--- config.mk ---
export PLATFORM = sky130hd
export DESIGN_NAME = intersection_scheduler_flat
export DESIGN_NICKNAME = d
export VERILOG_FILES = /design/src/rtl/intersection_pkg.sv /design/src/rtl/intersection_scheduler_if.sv /design/src/rtl/intersection_scheduler_phase_timer.sv /design/src/rtl/intersection_scheduler.sv /design/src/flat_wrapper.sv
export SDC_FILE = /design/constraint.sdc
export NUM_CORES = 1
export LEC_CHECK = 0
export CORE_AREA = 2 2 49 51
export CTS_CLUSTER_SIZE = 24
export DETAILED_ROUTE_END_ITERATION = 10
export DIE_AREA = 0 0 51 53
export PLACE_DENSITY = 0.65
export RECOVER_POWER = 100
export SLEW_MARGIN = 20
export SYNTH_ARGS = -nofsm -noshare
export SYNTH_HDL_FRONTEND = slang
export SYNTH_SLANG_ARGS = --single-unit
export TNS_END_PERCENT = 10
--- constraint.sdc ---
create_clock -name clk -period 2.4 [get_ports clk]
set_input_delay 0.48 -clock clk [delete_from_list [all_inputs] [get_ports clk]]
set_output_delay 0.48 -clock clk [all_outputs]
set_load 0.1 [all_outputs]
--- src/rtl/intersection_pkg.sv ---
// -----------------------------------------------------------------------------
// intersection_pkg
// Shared definitions for the intersection scheduler:
//   phase_e     - 3-bit phase/state encoding (also driven out on the debug port)
//   phase_load  - maps a phase to the counter value loaded on entry (TIME-1)
// -----------------------------------------------------------------------------
package intersection_pkg;

    typedef enum logic [2:0] {
        NS_G = 3'd0,
        NS_Y = 3'd1,
        AR1  = 3'd2,
        EW_G = 3'd3,
        EW_Y = 3'd4,
        AR2  = 3'd5,
        WALK = 3'd6,
        AR3  = 3'd7
    } phase_e;

    // Each timed phase lasts exactly TIME cycles, so the counter starts at TIME-1.
    function automatic int unsigned phase_load(
        input phase_e      s,
        input int unsigned green_t,
        input int unsigned yellow_t,
        input int unsigned allred_t,
        input int unsigned walk_t
    );
        int unsigned v;
        v = allred_t - 1;
        case (s)
            NS_G, EW_G:     v = green_t - 1;
            NS_Y, EW_Y:     v = yellow_t - 1;
            WALK:           v = walk_t - 1;
            AR1, AR2, AR3:  v = allred_t - 1;
            default:        v = allred_t - 1;
        endcase
        return v;
    endfunction

endpackage

--- src/rtl/intersection_scheduler_if.sv ---
// -----------------------------------------------------------------------------
// intersection_scheduler_if
// Request inputs and lamp/status outputs of the intersection scheduler.
//   ew_car, ped_req, emerg          : requests into the scheduler
//   ns_*/ew_* lamps, walk           : Moore lamp outputs
//   ped_ack                         : one-cycle pulse at walk start
//   phase                           : current phase encoding (debug)
// slave  = scheduler side, master = environment/sensor side.
// -----------------------------------------------------------------------------
interface intersection_scheduler_if;

    logic       ew_car;
    logic       ped_req;
    logic       emerg;
    logic       ns_red;
    logic       ns_yellow;
    logic       ns_green;
    logic       ew_red;
    logic       ew_yellow;
    logic       ew_green;
    logic       walk;
    logic       ped_ack;
    logic [2:0] phase;

    modport master (
        output ew_car, ped_req, emerg,
        input  ns_red, ns_yellow, ns_green,
        input  ew_red, ew_yellow, ew_green,
        input  walk, ped_ack, phase
    );

    modport slave (
        input  ew_car, ped_req, emerg,
        output ns_red, ns_yellow, ns_green,
        output ew_red, ew_yellow, ew_green,
        output walk, ped_ack, phase
    );

endinterface

--- src/rtl/intersection_scheduler_phase_timer.sv ---
// -----------------------------------------------------------------------------
// phase_timer
// Loadable down-counter, saturating at zero.
//   clk, rst_n : clock, asynchronous active-low reset (counter -> RST_VAL)
//   load       : load load_val this cycle (takes priority over decrement)
//   load_val   : value loaded on entry into a phase
//   zero       : counter is at zero
// -----------------------------------------------------------------------------
module phase_timer #(
    parameter int unsigned      CNT_W   = 8,
    parameter logic [CNT_W-1:0] RST_VAL = '0
) (
    input  logic             clk,
    input  logic             rst_n,
    input  logic             load,
    input  logic [CNT_W-1:0] load_val,
    output logic             zero
);

    logic [CNT_W-1:0] cnt;

    always_ff @(posedge clk or negedge rst_n) begin
        if (!rst_n) begin
            cnt <= RST_VAL;
        end else if (load) begin
            cnt <= load_val;
        end else if (cnt != '0) begin
            cnt <= cnt - CNT_W'(1);
        end
    end

    assign zero = (cnt == '0);

endmodule

--- src/rtl/intersection_scheduler.sv ---
// -----------------------------------------------------------------------------
// intersection_scheduler
// Two-road intersection sequencer. NS rests in green; EW is served on demand
// from ew_car; pedestrian requests are latched and served in an all-red walk.
//
// Ports:
//   clk    : system clock, rising edge
//   rst_n  : asynchronous active-low reset
//   bus    : intersection_scheduler_if.slave (requests in, lamps/status out)
//
// Build option: EMERG_PREEMPT_EN - when defined, emerg forces the active road
// (or walk) into clearance and holds all-red while asserted, then resumes at
// NS_G. When undefined, emerg is ignored and no preempt logic exists.
//
// state | meaning
// ------+-------------------------------------------------------------
// NS_G  | NS green; rests here until min green done and a request is seen
// NS_Y  | NS yellow
// AR1   | all-red after NS yellow; next is WALK or EW_G
// EW_G  | EW green, fixed length
// EW_Y  | EW yellow
// AR2   | all-red after EW yellow; next is WALK or NS_G
// WALK  | pedestrian walk, both roads red
// AR3   | all-red after walk; next is EW_G or NS_G
// -----------------------------------------------------------------------------
module intersection_scheduler
    import intersection_pkg::*;
#(
    parameter int unsigned GREEN_TIME  = 8,
    parameter int unsigned YELLOW_TIME = 3,
    parameter int unsigned ALLRED_TIME = 2,
    parameter int unsigned WALK_TIME   = 6,
    parameter int unsigned CNT_W       = 8
) (
    input  logic                      clk,
    input  logic                      rst_n,
    intersection_scheduler_if.slave   bus
);

    phase_e           state;
    phase_e           state_nx;
    logic             ped_pending;
    logic             ped_ack_q;
    logic             enter_walk;
    logic             cnt_zero;
    logic             load;
    logic [CNT_W-1:0] load_val;

`ifdef EMERG_PREEMPT_EN
    logic preempt;
    logic is_ar;
    assign is_ar = (state == AR1) || (state == AR2) || (state == AR3);
`else
    logic emerg_unused;
    assign emerg_unused = bus.emerg;
`endif

    always_comb begin
        state_nx = state;
        case (state)
            NS_G: if (cnt_zero && (bus.ew_car || ped_pending)) state_nx = NS_Y;
            NS_Y: if (cnt_zero) state_nx = AR1;
            AR1:  if (cnt_zero) state_nx = ped_pending ? WALK : EW_G;
            EW_G: if (cnt_zero) state_nx = EW_Y;
            EW_Y: if (cnt_zero) state_nx = AR2;
            AR2:  if (cnt_zero) state_nx = ped_pending ? WALK : NS_G;
            WALK: if (cnt_zero) state_nx = AR3;
            AR3:  if (cnt_zero) state_nx = bus.ew_car ? EW_G : NS_G;
            default: state_nx = NS_G;
        endcase
`ifdef EMERG_PREEMPT_EN
        // Yellow phases always run to completion; everything else yields.
        if (bus.emerg) begin
            case (state)
                NS_G:          state_nx = NS_Y;
                EW_G:          state_nx = EW_Y;
                WALK:          state_nx = AR3;
                AR1, AR2, AR3: state_nx = state;
                default:       ;
            endcase
        end else if (preempt && is_ar && cnt_zero) begin
            state_nx = NS_G;
        end
`endif
    end

    // Every phase change reloads the timer, including a preempted green.
    assign load       = (state_nx != state);
    assign load_val   = CNT_W'(phase_load(state_nx, GREEN_TIME, YELLOW_TIME,
                                           ALLRED_TIME, WALK_TIME));
    assign enter_walk = (state_nx == WALK) && (state != WALK);

    phase_timer #(
        .CNT_W   (CNT_W),
        .RST_VAL (CNT_W'(GREEN_TIME - 1))
    ) u_timer (
        .clk      (clk),
        .rst_n    (rst_n),
        .load     (load),
        .load_val (load_val),
        .zero     (cnt_zero)
    );

    always_ff @(posedge clk or negedge rst_n) begin
        if (!rst_n) begin
            state       <= NS_G;
            ped_pending <= 1'b0;
            ped_ack_q   <= 1'b0;
        end else begin
            state       <= state_nx;
            // A request arriving on the walk-entry cycle is kept for a later walk.
            ped_pending <= bus.ped_req | (ped_pending & ~enter_walk);
            ped_ack_q   <= enter_walk;
        end
    end

`ifdef EMERG_PREEMPT_EN
    // Remembers that the current clearance came from a preempt so the
    // scheduler resumes at NS_G instead of the normal successor.
    always_ff @(posedge clk or negedge rst_n) begin
        if (!rst_n) begin
            preempt <= 1'b0;
        end else if (state_nx == NS_G) begin
            preempt <= 1'b0;
        end else if (bus.emerg && (state != NS_Y) && (state != EW_Y)) begin
            preempt <= 1'b1;
        end
    end
`endif

    assign bus.ns_green  = (state == NS_G);
    assign bus.ns_yellow = (state == NS_Y);
    assign bus.ns_red    = (state != NS_G) && (state != NS_Y);
    assign bus.ew_green  = (state == EW_G);
    assign bus.ew_yellow = (state == EW_Y);
    assign bus.ew_red    = (state != EW_G) && (state != EW_Y);
    assign bus.walk      = (state == WALK);
    assign bus.ped_ack   = ped_ack_q;
    assign bus.phase     = state;

endmodule

--- src/flat_wrapper.sv ---
// flat-port wrapper written by rule: the top's interface ports become plain ports
module intersection_scheduler_flat import intersection_pkg::*;
#(
    parameter int unsigned GREEN_TIME  = 8,
    parameter int unsigned YELLOW_TIME = 3,
    parameter int unsigned ALLRED_TIME = 2,
    parameter int unsigned WALK_TIME   = 6,
    parameter int unsigned CNT_W       = 8
)
  (clk, rst_n, bus_ew_car, bus_ped_req, bus_emerg, bus_ns_red, bus_ns_yellow, bus_ns_green, bus_ew_red, bus_ew_yellow, bus_ew_green, bus_walk, bus_ped_ack, bus_phase);
  intersection_scheduler_if bus_i ();
  input  logic clk;
  input  logic rst_n;
  input wire logic [$bits(bus_i.ew_car)-1:0] bus_ew_car;
  input wire logic [$bits(bus_i.ped_req)-1:0] bus_ped_req;
  input wire logic [$bits(bus_i.emerg)-1:0] bus_emerg;
  output wire logic [$bits(bus_i.ns_red)-1:0] bus_ns_red;
  output wire logic [$bits(bus_i.ns_yellow)-1:0] bus_ns_yellow;
  output wire logic [$bits(bus_i.ns_green)-1:0] bus_ns_green;
  output wire logic [$bits(bus_i.ew_red)-1:0] bus_ew_red;
  output wire logic [$bits(bus_i.ew_yellow)-1:0] bus_ew_yellow;
  output wire logic [$bits(bus_i.ew_green)-1:0] bus_ew_green;
  output wire logic [$bits(bus_i.walk)-1:0] bus_walk;
  output wire logic [$bits(bus_i.ped_ack)-1:0] bus_ped_ack;
  output wire logic [$bits(bus_i.phase)-1:0] bus_phase;
  assign bus_i.ew_car = bus_ew_car;
  assign bus_i.ped_req = bus_ped_req;
  assign bus_i.emerg = bus_emerg;
  assign bus_ns_red = bus_i.ns_red;
  assign bus_ns_yellow = bus_i.ns_yellow;
  assign bus_ns_green = bus_i.ns_green;
  assign bus_ew_red = bus_i.ew_red;
  assign bus_ew_yellow = bus_i.ew_yellow;
  assign bus_ew_green = bus_i.ew_green;
  assign bus_walk = bus_i.walk;
  assign bus_ped_ack = bus_i.ped_ack;
  assign bus_phase = bus_i.phase;
  intersection_scheduler #(.GREEN_TIME(GREEN_TIME), .YELLOW_TIME(YELLOW_TIME), .ALLRED_TIME(ALLRED_TIME), .WALK_TIME(WALK_TIME), .CNT_W(CNT_W)) u_core (.clk(clk), .rst_n(rst_n), .bus(bus_i));
endmodule
# [Word level (Yosys, flattened, before mapping)]
# Memories as Yosys holds them, arrays and structs flattened.
# Index checks and enable logic that the tools add are counted.
[word_totals] regBits=13 latch_bits=0 ramBits=0 romBits=24 out_inout_bits=11 word_cells=46 mem_count=1
[classes] addsub=1 n_mul=0 div=0 magnitude_cmp=0 eq_ne=13 n_shift=0 muxes=14 n_bitwise=3 reduce_logical=10
[mem_list] memory="(name not given)" depth=8 width=3 read_ports=1 rd_clocked_by_memory_dff=0 wr=0 line_no="intersection_pkg.sv:30" source="case (s)"
[ops] cell="3-bit two-way mux" count=10
[ops] cell="3-bit case mux with 8 select lines" count=1
[ops] cell="8-bit two-way mux" count=2
[ops] cell="3-bit == test, second input constant" count=5
[ops] cell="8-bit logical NOT" count=1
[ops] cell="8-bit nonzero test" count=1
[ops] cell="8-bit by 1-bit subtractor with 8-bit output, second input constant" count=1
[ops] cell="3-bit by 2-bit == test with 1-bit output, second input constant" count=2
[ops] cell="3-bit != test, second input constant" count=2
[ops] cell="1-bit logical AND" count=4
[ops] cell="3-bit by 1-bit == test with 1-bit output, second input constant" count=1
[ops] cell="3-bit logical NOT" count=1
[ops] cell="3-bit by 1-bit != test with 1-bit output, second input constant" count=1
[ops] cell="3-bit by 2-bit != test with 1-bit output, second input constant" count=1
[ops] cell="3-bit != test" count=1
[ops] cell="3-bit nonzero test" count=1
[ops] cell="2-bit two-way mux" count=1
[ops] cell="2-bit nonzero test" count=1
[ops] cell="1-bit AND" count=1
[ops] cell="1-bit logical OR" count=1
[ops] cell="1-bit inverter" count=1
[ops] cell="1-bit bitwise OR" count=1

# [Depth between registers and ports, before layout]
# Gate-level depths: netlist of the first run.
[logic_depth] word_depth=9 ltp_mapped=12 mapped_depth_nobuf=11

# [Cells and area by module]
# Synthesis of the first run repeated with hierarchy kept, for this count alone.
[unflattened] cells_unflattened=107 hier_area_um2=940.9
[modules_own_cells] module="phase_timer" n_inst=1 cells_each=54 area_per_inst_um2=480.5 seq_area_each_um2=203.9
[modules_own_cells] module="intersection_scheduler" n_inst=1 cells_each=53 area_per_inst_um2=460.4 seq_area_each_um2=125.1

# [Least setup slack after synthesis of the first run]
# OpenSTA, ideal clock, no wires.
[synth_timing] path_type="register -> output" from="register u_core.state[0] (netlist: u_core.bus.phase[0])" to="output port bus_ew_red" arrival_time_ns=4.777 required_ns=1.920 path_slack_ns=-2.857 path_stages_with_launch=5 n_path_buf=1 cell_sequence="dfrtp_1 > clkbuf_1 > inv_1 > nor3_1 > nor2_1"
[synth_between] elab_chain_len=2
[synth_lines] element="start: declaration" line_no="intersection_scheduler.sv:40" source="phase_e state;"
[synth_lines] element="start signal: assignment" line_no="intersection_scheduler.sv:110" source="state <= state_nx;"
[synth_lines] element="3-bit by 2-bit != test with 1-bit output / 3-bit != test (equally long branches)" line_no="intersection_scheduler.sv:136" source="assign bus.ew_red = (state != EW_G) && (state != EW_Y);"
[synth_lines] element="1-bit logical AND (*)" line_no="intersection_scheduler.sv:136"
[synth_lines] element="end: declaration" line_no="flat_wrapper.sv:20" source="output wire logic [$bits(bus_i.ew_red)-1:0] bus_ew_red;"
# Every way passes the cells marked *; elsewhere a longest branch is shown, timed or not.

# [Worst setup path after layout of the first run]
[layout_timing] from="register u_core.u_timer.cnt[0]" to="register u_core.u_timer.cnt[2]"
[layout_between] elab_chain_len=6
[layout_lines] element="start: declaration" line_no="intersection_scheduler_phase_timer.sv:20" source="logic [CNT_W-1:0] cnt;"
[layout_lines] element="start signal: assignment" line_no="intersection_scheduler_phase_timer.sv:26" source="cnt <= load_val;"
[layout_lines] element="start signal: assignment" line_no="intersection_scheduler_phase_timer.sv:28" source="cnt <= cnt - CNT_W'(1);"
[layout_lines] element="8-bit logical NOT" line_no="intersection_scheduler_phase_timer.sv:32" source="assign zero = (cnt == '0);"
[layout_lines] element="1-bit logical AND" line_no="intersection_scheduler.sv:61" source="NS_G: if (cnt_zero && (bus.ew_car || ped_pending)) state_nx = NS_Y;"
[layout_lines] element="3-bit two-way mux" line_no="intersection_scheduler.sv:61"
[layout_lines] element="3-bit case mux with 8 select lines" line_no="intersection_scheduler.sv:60" source="case (state)"
[layout_lines] element="memory read 8 x 3 bit / 3-bit != test (equally long branches)"
[layout_lines] element="8-bit two-way mux / 2-bit nonzero test (equally long branches)"
# Several ways; a longest one is shown, not always the timed one. The select of a mux whose other input is x is not followed.
# A chain may end at the register's enable or synchronous reset.

==> metrics.yaml, run 1 <==
fp.dieArea_mm2: 0.00270
coreArea_mm2: 0.00215
synth_top_area_share_pct: 29.0
cp_max_fo: 4
drive_gt1_share_pct: 38.2
port_buffers: 14
fmaxAchievable_mhz: 428
fill_cells: 188
finalHoldViolCount: 0
drtAntennaViolNets: 0
r2r-start: "u_core.u_timer.cnt[0]$_DFFE_PN1P_"
netlist_area_um2: 863
wl_per_cell_um: 15.8
gr-total-overflow: 0
worst_ep_required_time_ns: 2.60
grt_pass1_wl_um: 3850
root_buffer: "clkbuf_4"
syn_inst: 103
design_area_mm2: 0.00127
core.rowCount: 17
cts_tree: "yes"
start_kind: "register"
fin_setup_tns_ns: 0
drv_cap: 0
hp-class: "register to register"
final_cells: 151
seqCellArea_um2: 340
period_share_pct: 97.4
cts_setup_buffers: 0
grt_max_degree: 16
async_flop_share_pct: 100
wirelength_um: 2390
synth_edf_count: 0
dieHeight_um: 53
viasPerCell: 5.57
grt_usage_pct: 19.5
synthFlopType: "dfrtp_1"
drc: 0
yosysWarnings: 0
htree_levels: 1
cts.path.max_buffers: 2
drt_iter0_drc: 15
synth_nets: 112
initial_core_util_pct: 40.2
antenna_cells: 0
grt_pass1_vias: 904
critPathKind: "register to register"
grt_antenna_before_repair: 0
synth_top_cell_by_area: "dfrtp_1"
rsz0062_at_grt: "yes"
end_kind: "register"
skew_ns: 0.00510
clk_pin_slew_ns: 0.08
outcome: "finished, final reports clean"
hold_buffers: 0
finalSetupViolCount: 0
die_x_um: 51
synth.yosys.seq_area_share_pct: 38.1
dpl.cell_count: 147
netlist_top_cells_area: "dfrtp_1, dfstp_2, ha_1"
synth-seq-cells: 13
synth_cell_types: 32
cp-startpoint: "u_core.u_timer.cnt[0]$_DFFE_PN1P_"
dpl.hpwl_um: 1700
worst_slew_pin_slew_ns: 1.16
synth_most_common_cell: "dfrtp_1"
nNetsFinal: 133
timing.slew.headroom_pct: 22.7
area_growth_pct: 47.7
vias: 841
worst_ep_arrival_time_ns: 2.53
placed_cell_area_mm2: 0.00118
clk_latency_ns: 0.27
synth_commonest_cells: "dfrtp_1, nor2_1, inv_1"
numCtsBuffers: 3
synth.avg_cell_area_um2: 8.38
place.gp.congestion: 0.780
multi_input_area_um2: 599
firstDrtPassIters: 4
cts_num_sinks: 13
hold_path_startpoint: "u_core.u_timer.cnt[3]$_DFFE_PN0P_"
slew_violations: 0
period_needed_ns: 2.34
boundaryPins: 16
==> cell usage in the layout (no fill, tap or decap), types with 4 or more instances in the layout <==
| cell | instances |
|---|---|
| a21oi_1 | 5 |
| inv_1 | 6 |
| buf_4 | 10 |
| mux2i_1 | 4 |
| nor3_1 | 6 |
| nor2_4 | 6 |
| buf_12 | 6 |
| a21o_1 | 4 |
| o21ai_0 | 7 |
| or3_1 | 4 |
| dfrtp_1 | 7 |
==> per-stage QoR <==
step	util (%)	hold WS, ns	setup WS [ns]
finish	59.3	0.532	0.0629
global route	59.3	0.550	-0.0225
CTS	56.4	0.513	-0.0437
detailed placement	55.2	0.498	-0.00409
global placement	55.2	0.497	0.0491
floorplan	-	0.184	-0.189
==> flip-flops by register name, indices dropped and copies added, names as in the netlist <==
| register | flops |
|---|---|
| u_core.bus.phase | 3 |
| u_core.ped_pending | 1 |
| u_core.bus.ped_ack | 1 |
| u_core.u_timer.cnt | 8 |
==> path summary, 6_finish.rpt <==
check | endpoint | depth (start not counted) | slack (ns)
max | u_core.u_timer.cnt[2]$_DFFE_PN1P_ | 10 | 0.06
min | u_core.u_timer.cnt[3]$_DFFE_PN0P_ | 1 | 0.53
max reg2reg | u_core.u_timer.cnt[2]$_DFFE_PN1P_ | 10 | 0.06
min reg2reg | u_core.u_timer.cnt[3]$_DFFE_PN0P_ | 1 | 0.53
max in group asynchronous | u_core.bus.phase[1]$_DFF_PN0_ | 1 | 1.31
min in group asynchronous | u_core.bus.phase[0]$_DFF_PN0_ | 1 | 0.64
==> kinds of logic after synthesis <==
| group | after synthesis | share of synthesized area, % |
|---|---|---|
| AO/OA/AOI/OAI | 32 | 22.8 |
| XOR/XNOR | 2 | 2.03 |
| adder cells (fa/ha/maj) | 4 | 5.80 |
| buffers and inverters | 13 | 5.80 |
| flip-flops | 13 | 38.1 |
| multiplexers | 4 | 4.64 |
| AND/OR/NAND/NOR | 35 | 20.9 |
==> critical path, cell delays in order (launching register included) <==
cell	delay [ns]
dfstp_2	0.38
inv_2	0.06
ha_2	0.17
or4b_4	0.49
nor2_4	0.16
nand2_4	0.09
o21ai_2	0.18
o31a_1	0.20
ha_2	0.28
mux2i_1	0.17
o22ai_1	0.09
==> per-layer routing <==
| metal | GRT usage [%] | up-vias | routed length, um |
|---|---|---|---|
| li1 | - | 405 | - |
| met1 | 20.2 | 408 | 969 |
| met2 | 35.5 | 24 | 1260 |
| met3 | 4.52 | 4 | 106 |
| met4 | 12.2 | 0 | 46 |
| met5 | 0 | - | 0 |
==> final cells by class <==
class	instances	area share (%)
well taps	28	2.75
repair buffers	21	18.8
clock buffers	4	2.06
inverters	8	2.65
flip-flops and latches	13	26.7
multi-input cells	77	47.0
==> repair_timing <==
item                                   in CTS  in global routing
pin swaps                                   0                  7
endpoints found under the hold margin       0                  0
resized for setup                           0                 18
setup endpoints to repair                   2                  4
Power of run 1 is left out: the tool's default activity adds up to more than one toggle a clock period on the data nets, which glitch-free logic cannot reach.
==> inputs of run 2 (changes only) <==
--- a/config.mk
+++ b/config.mk
@@ -5,11 +5,13 @@
 export SDC_FILE = /design/constraint.sdc
 export NUM_CORES = 1
 export LEC_CHECK = 0
-export CORE_AREA = 2 2 49 51
+export ABC_AREA = 1
+export CORE_AREA = 2 2 50 52
 export CTS_CLUSTER_SIZE = 24
 export DETAILED_ROUTE_END_ITERATION = 10
-export DIE_AREA = 0 0 51 53
-export PLACE_DENSITY = 0.65
+export DIE_AREA = 0 0 52 54
+export DONT_BUFFER_PORTS = 1
+export PLACE_DENSITY = 0.54
 export RECOVER_POWER = 100
 export SLEW_MARGIN = 20
 export SYNTH_ARGS = -nofsm -noshare
==> metrics.yaml, run 2 <==
synth_top_cell_by_area: "dfrtp_1"
syn_inst: 116
skew_ns: 0.0120
nNetsFinal: 143
grt_max_degree: 12
rsz0062_at_grt: "no"
cts.path.max_buffers: 2
critPathMaxStageDelay_ns: 0.46
synth-seq-cells: 13
synth_most_common_cell: "nand2_1"
drive_gt1_share_pct: 26.3
period_share_pct: 95.0
fin_setup_tns_ns: 0
clk_latency_ns: 0.29
synth.avg_cell_area_um2: 7.54
timing.slew.headroom_pct: 22.8
synth_nets: 125
dpl.hpwl_um: 1420
use_met2_pct: 24.9
outcome: "finished, final reports clean"
boundaryPins: 16
largest_register_ffs: 8
synth_commonest_cells: "nand2_1, inv_1, dfrtp_1"
firstDrtPassIters: 4
hp-class: "input port to asynchronous set/reset pin"
numCtsBuffers: 3
grt_antenna_before_repair: 0
viasPerCell: 4.69
yosysWarnings: 0
layout_commonest_cell: "nand2_1"
setup_slack_ns: 0.120
worst_ep_required_time_ns: 1.92
synth_cell_types: 27
finalHoldViolCount: 0
cts_setup_buffers: 0
period_needed_ns: 2.28
top_register: "u_core.u_timer.cnt"
dieHeight_um: 54
drc: 0
final_cell_mix: "nand2_1, inv_1, nand3_1"
crit_slowest_cell: "dfrtp_2"
wirelength_um: 1840
vias: 765
port_buffers: 0
gr-usage-met1_pct: 18.6
start_kind: "register"
worst_slew_pin_slew_ns: 1.16
synth_edf_count: 0
synthFlopType: "dfrtp_1"
grt_pass1_wl_um: 3100
synth.yosys.seq_area_share_pct: 37.6
path_buf_inv: 2
die_x_um: 52
finalCoreUtilization_pct: 45.3
synth_top_area_share_pct: 28.6
fmaxAchievable_mhz: 439
busiest_layer: "met2"
place.gp.congestion: 0.829
antenna_cells: 0
gr-total-overflow: 0
end_kind: "output pin"
root_buffer: "clkbuf_4"
grt_pass1_vias: 701
cts_num_sinks: 13
fp.dieArea_mm2: 0.00281
area_growth_pct: 20.2
grt.met3_usage_pct: 4.44
cts_tree: "yes"
wl_per_cell_um: 11.3
critPathKind: "register to output pin"
grt_usage_pct: 15.4
drv_cap: 0
netlist_top_cells_area: "dfrtp_1, nand2_1, dfstp_2"
worst_ep_arrival_time_ns: 1.80
drt_iter0_drc: 41
cp_max_fo: 7
dpl_worst_slack_ns: 0.265
async_flop_share_pct: 100
coreArea_mm2: 0.00232
htree_levels: 1
netlist_area_um2: 875
drtAntennaViolNets: 0
timing.critical_path.cells: "clkbuf_2, nor3_4, buf_4"
path_delay_family: "buffers and inverters"
initial_core_util_pct: 37.7
clk_pin_slew_ns: 0.09
core.rowCount: 18
finalSetupViolCount: 0
slew_violations: 0
## run 2: kinds of logic after synthesis
| logic type | synth area share [%] |
|---|---|
| simple gates | 32.6 |
| fa+ha+maj | 5.72 |
| xor+xnor | 5.01 |
| buf+inv | 11.0 |
| flops | 37.6 |
| compound gates | 8.01 |
## run 2: stage by stage
step / instance area (um^2) / std cells / hold slack [ns]
6_report: 1050 / 163 / 0.0356
4_1_cts: 1080 / 162 / 0.00930
5_1_grt: 1050 / 163 / 0.0184
2_1_floorplan: 915 / 116 / 0.184
3_3_place_gp: 1040 / 157 / 0.185
3_5_place_dp: 1040 / 157 / 0.185
## run 2: worst paths after layout
kind / from / to / slack [ns] / cells past startpoint
max in group asynchronous: rst_n / u_core.bus.phase[2]$_DFF_PN0_ / 1.44 / 1
worst max-delay path: u_core.bus.phase[1]$_DFF_PN0_ / bus_ew_yellow / 0.12 / 3
min in group clk: bus_ped_req / u_core.ped_pending$_DFF_PN0_ / 0.28 / 2
worst min-delay path: rst_n / u_core.u_timer.cnt[0]$_DFFE_PN1P_ / 0.04 / 0
worst min register to register: u_core.u_timer.cnt[6]$_DFFE_PN0P_ / u_core.u_timer.cnt[6]$_DFFE_PN0P_ / 0.50 / 1
worst max register to register: u_core.u_timer.cnt[0]$_DFFE_PN1P_ / u_core.u_timer.cnt[2]$_DFFE_PN1P_ / 0.28 / 13
## run 2: repair_timing
item | in CTS | in global routing
resized for setup | 0 | 0
hold buffers | 1 | 1
endpoints found under the hold margin | 10 | 2
## run 2: final cells by class
| class | instances | area, um^2 |
|---|---|---|
| Clock inverter | 1 | 5.00 |
| Multi-Input combinational cell | 80 | 458 |
| Timing Repair Buffer | 15 | 109 |
| Inverter | 21 | 83.8 |
| Clock buffer | 3 | 22.5 |
| Fill cell | 261 | 1270 |
| Tap cell | 30 | 37.5 |
| Sequential cell | 13 | 335 |
## run 2: per-layer routing
| layer | part of all wire [%] | vias to the layer above | wire (um) |
|---|---|---|---|
| li1 | - | 401 | - |
| met5 | 0 | - | 0 |
| met3 | 3.5 | 4 | 65 |
| met2 | 50 | 12 | 910 |
| met4 | 1.9 | 0 | 34 |
| met1 | 45 | 348 | 825 |
Power of run 2 is left out for the same reason.
==> inputs of run 3 (changes only) <==
--- a/config.mk
+++ b/config.mk
@@ -6,10 +6,10 @@
 export NUM_CORES = 1
 export LEC_CHECK = 0
 export ABC_AREA = 1
-export CORE_AREA = 2 2 50 52
+export CORE_AREA = 2 2 48 54
 export CTS_CLUSTER_SIZE = 24
 export DETAILED_ROUTE_END_ITERATION = 10
-export DIE_AREA = 0 0 52 54
+export DIE_AREA = 0 0 50 56
 export DONT_BUFFER_PORTS = 1
 export PLACE_DENSITY = 0.54
 export RECOVER_POWER = 100
==> metrics.yaml, run 3 (synthesis gave the netlist of run 2 again) <==
grt_usage_pct: 13.3
drc: 0
dpl.cell_count: 157
final_cells: 162
numCtsBuffers: 3
post_cts_resized: 0
clk_pin_slew_ns: 0.08
die_x_um: 50
htree_levels: 1
drtAntennaViolNets: 0
worst_ep_required_time_ns: 1.92
viasPerCell: 4.59
vias: 744
grt_max_degree: 12
worst_ep_arrival_time_ns: 1.77
rsz0062_at_grt: "no"
fmaxAchievable_mhz: 445
coreArea_mm2: 0.00223
worst_slew_pin_slew_ns: 1.16
r2r-start: "u_core.u_timer.cnt[0]$_DFFE_PN1P_"
grt_pass1_vias: 654
largest_register_ffs: 8
reg2reg_to: "u_core.u_timer.cnt[2]$_DFFE_PN1P_"
initial_core_util_pct: 39.2
layout_commonest_cell: "nand2_1"
hold_buffers: 1
end_kind: "output pin"
firstDrtPassIters: 4
placed_cell_area_mm2: 0.00104
cts_tree: "yes"
clk_latency_ns: 0.27
grt_antenna_before_repair: 0
skew_ns: 0.00455
start_kind: "register"
drv_cap: 0
area_growth_pct: 19.5
cts.path.max_buffers: 2
reg2reg_setup_slack_ns: 0.26
fp.dieArea_mm2: 0.00280
final_cell_mix: "nand2_1, inv_1, nand3_1, nor2_1"
finalSetupViolCount: 0
place.gp.congestion: 0.795
design_area_mm2: 0.00104
r2r_cells: 13
nNetsFinal: 142
boundaryPins: 16
hp-class: "input port to asynchronous set/reset pin"
fin_setup_tns_ns: 0
top_register: "u_core.u_timer.cnt"
wl_per_cell_um: 10.5
grt_pass1_wl_um: 2880
critPathKind: "register to output pin"
port_buffers: 0
cp_max_fo: 7
drive_gt1_share_pct: 25.8
outcome: "finished, final reports clean"
cp-startpoint: "u_core.bus.phase[1]$_DFF_PN0_"
slew_violations: 0
finalCoreUtilization_pct: 46.9
wirelength_um: 1700
finalHoldViolCount: 0
dieHeight_um: 56
period_share_pct: 93.6
cts_setup_buffers: 0
root_buffer: "clkbuf_4"
gr-total-overflow: 0
cts_num_sinks: 13
core.rowCount: 18
drt_iter0_drc: 15
dpl.hpwl_um: 1330
timing.slew.headroom_pct: 22.9
antenna_cells: 0
period_needed_ns: 2.25
run 3: how the worst max path moves through the flow:
stage,depth (start not counted),slack (ns),endpoint
6_report,3,0.15,bus_ew_yellow
5_1_grt,13,0.05,u_core.u_timer.cnt[2]$_DFFE_PN1P_
4_1_cts,13,0.26,u_core.u_timer.cnt[2]$_DFFE_PN1P_
3_5_place_dp,13,0.29,u_core.u_timer.cnt[2]$_DFFE_PN1P_
3_3_place_gp,13,0.27,u_core.u_timer.cnt[2]$_DFFE_PN1P_
2_1_floorplan,4,-0.11,bus_ew_red
run 3: stage by stage:
stage | hold WS, ns | worst slack, ns
floorplan | 0.184 | -0.110
global placement | 0.185 | 0.266
detailed placement | 0.185 | 0.286
CTS | 0.0250 | 0.256
global route | 0.0174 | 0.0464
finish | 0.0362 | 0.155
run 3: area by class of cell:
class                      count  area [um^2]
tap                           30         37.5
multi-input combinational     80          463
clock buffer                   4         26.3
timing repair buffer          14         98.8
inverter                      21         83.8
sequential                    13          335
fill                         221         1180
run 3: per-layer routing:
| layer | up-vias | routed length [um] | track usage (%) | part of all wire [%] |
|---|---|---|---|---|
| met1 | 328 | 777 | 16.6 | 46 |
| li1 | 402 | - | - | - |
| met4 | 0 | 12 | 3.57 | 0.71 |
| met2 | 12 | 839 | 21.1 | 49 |
| met5 | - | 0 | 0 | 0 |
| met3 | 2 | 67 | 5.11 | 3.9 |
run 3: worst max-delay path, stage by stage, from the launching register on:
cell	delay, ns
dfrtp_2	0.45
clkbuf_2	0.40
nor3_4	0.30
buf_4	0.33
Power of run 3 is left out for the same reason.
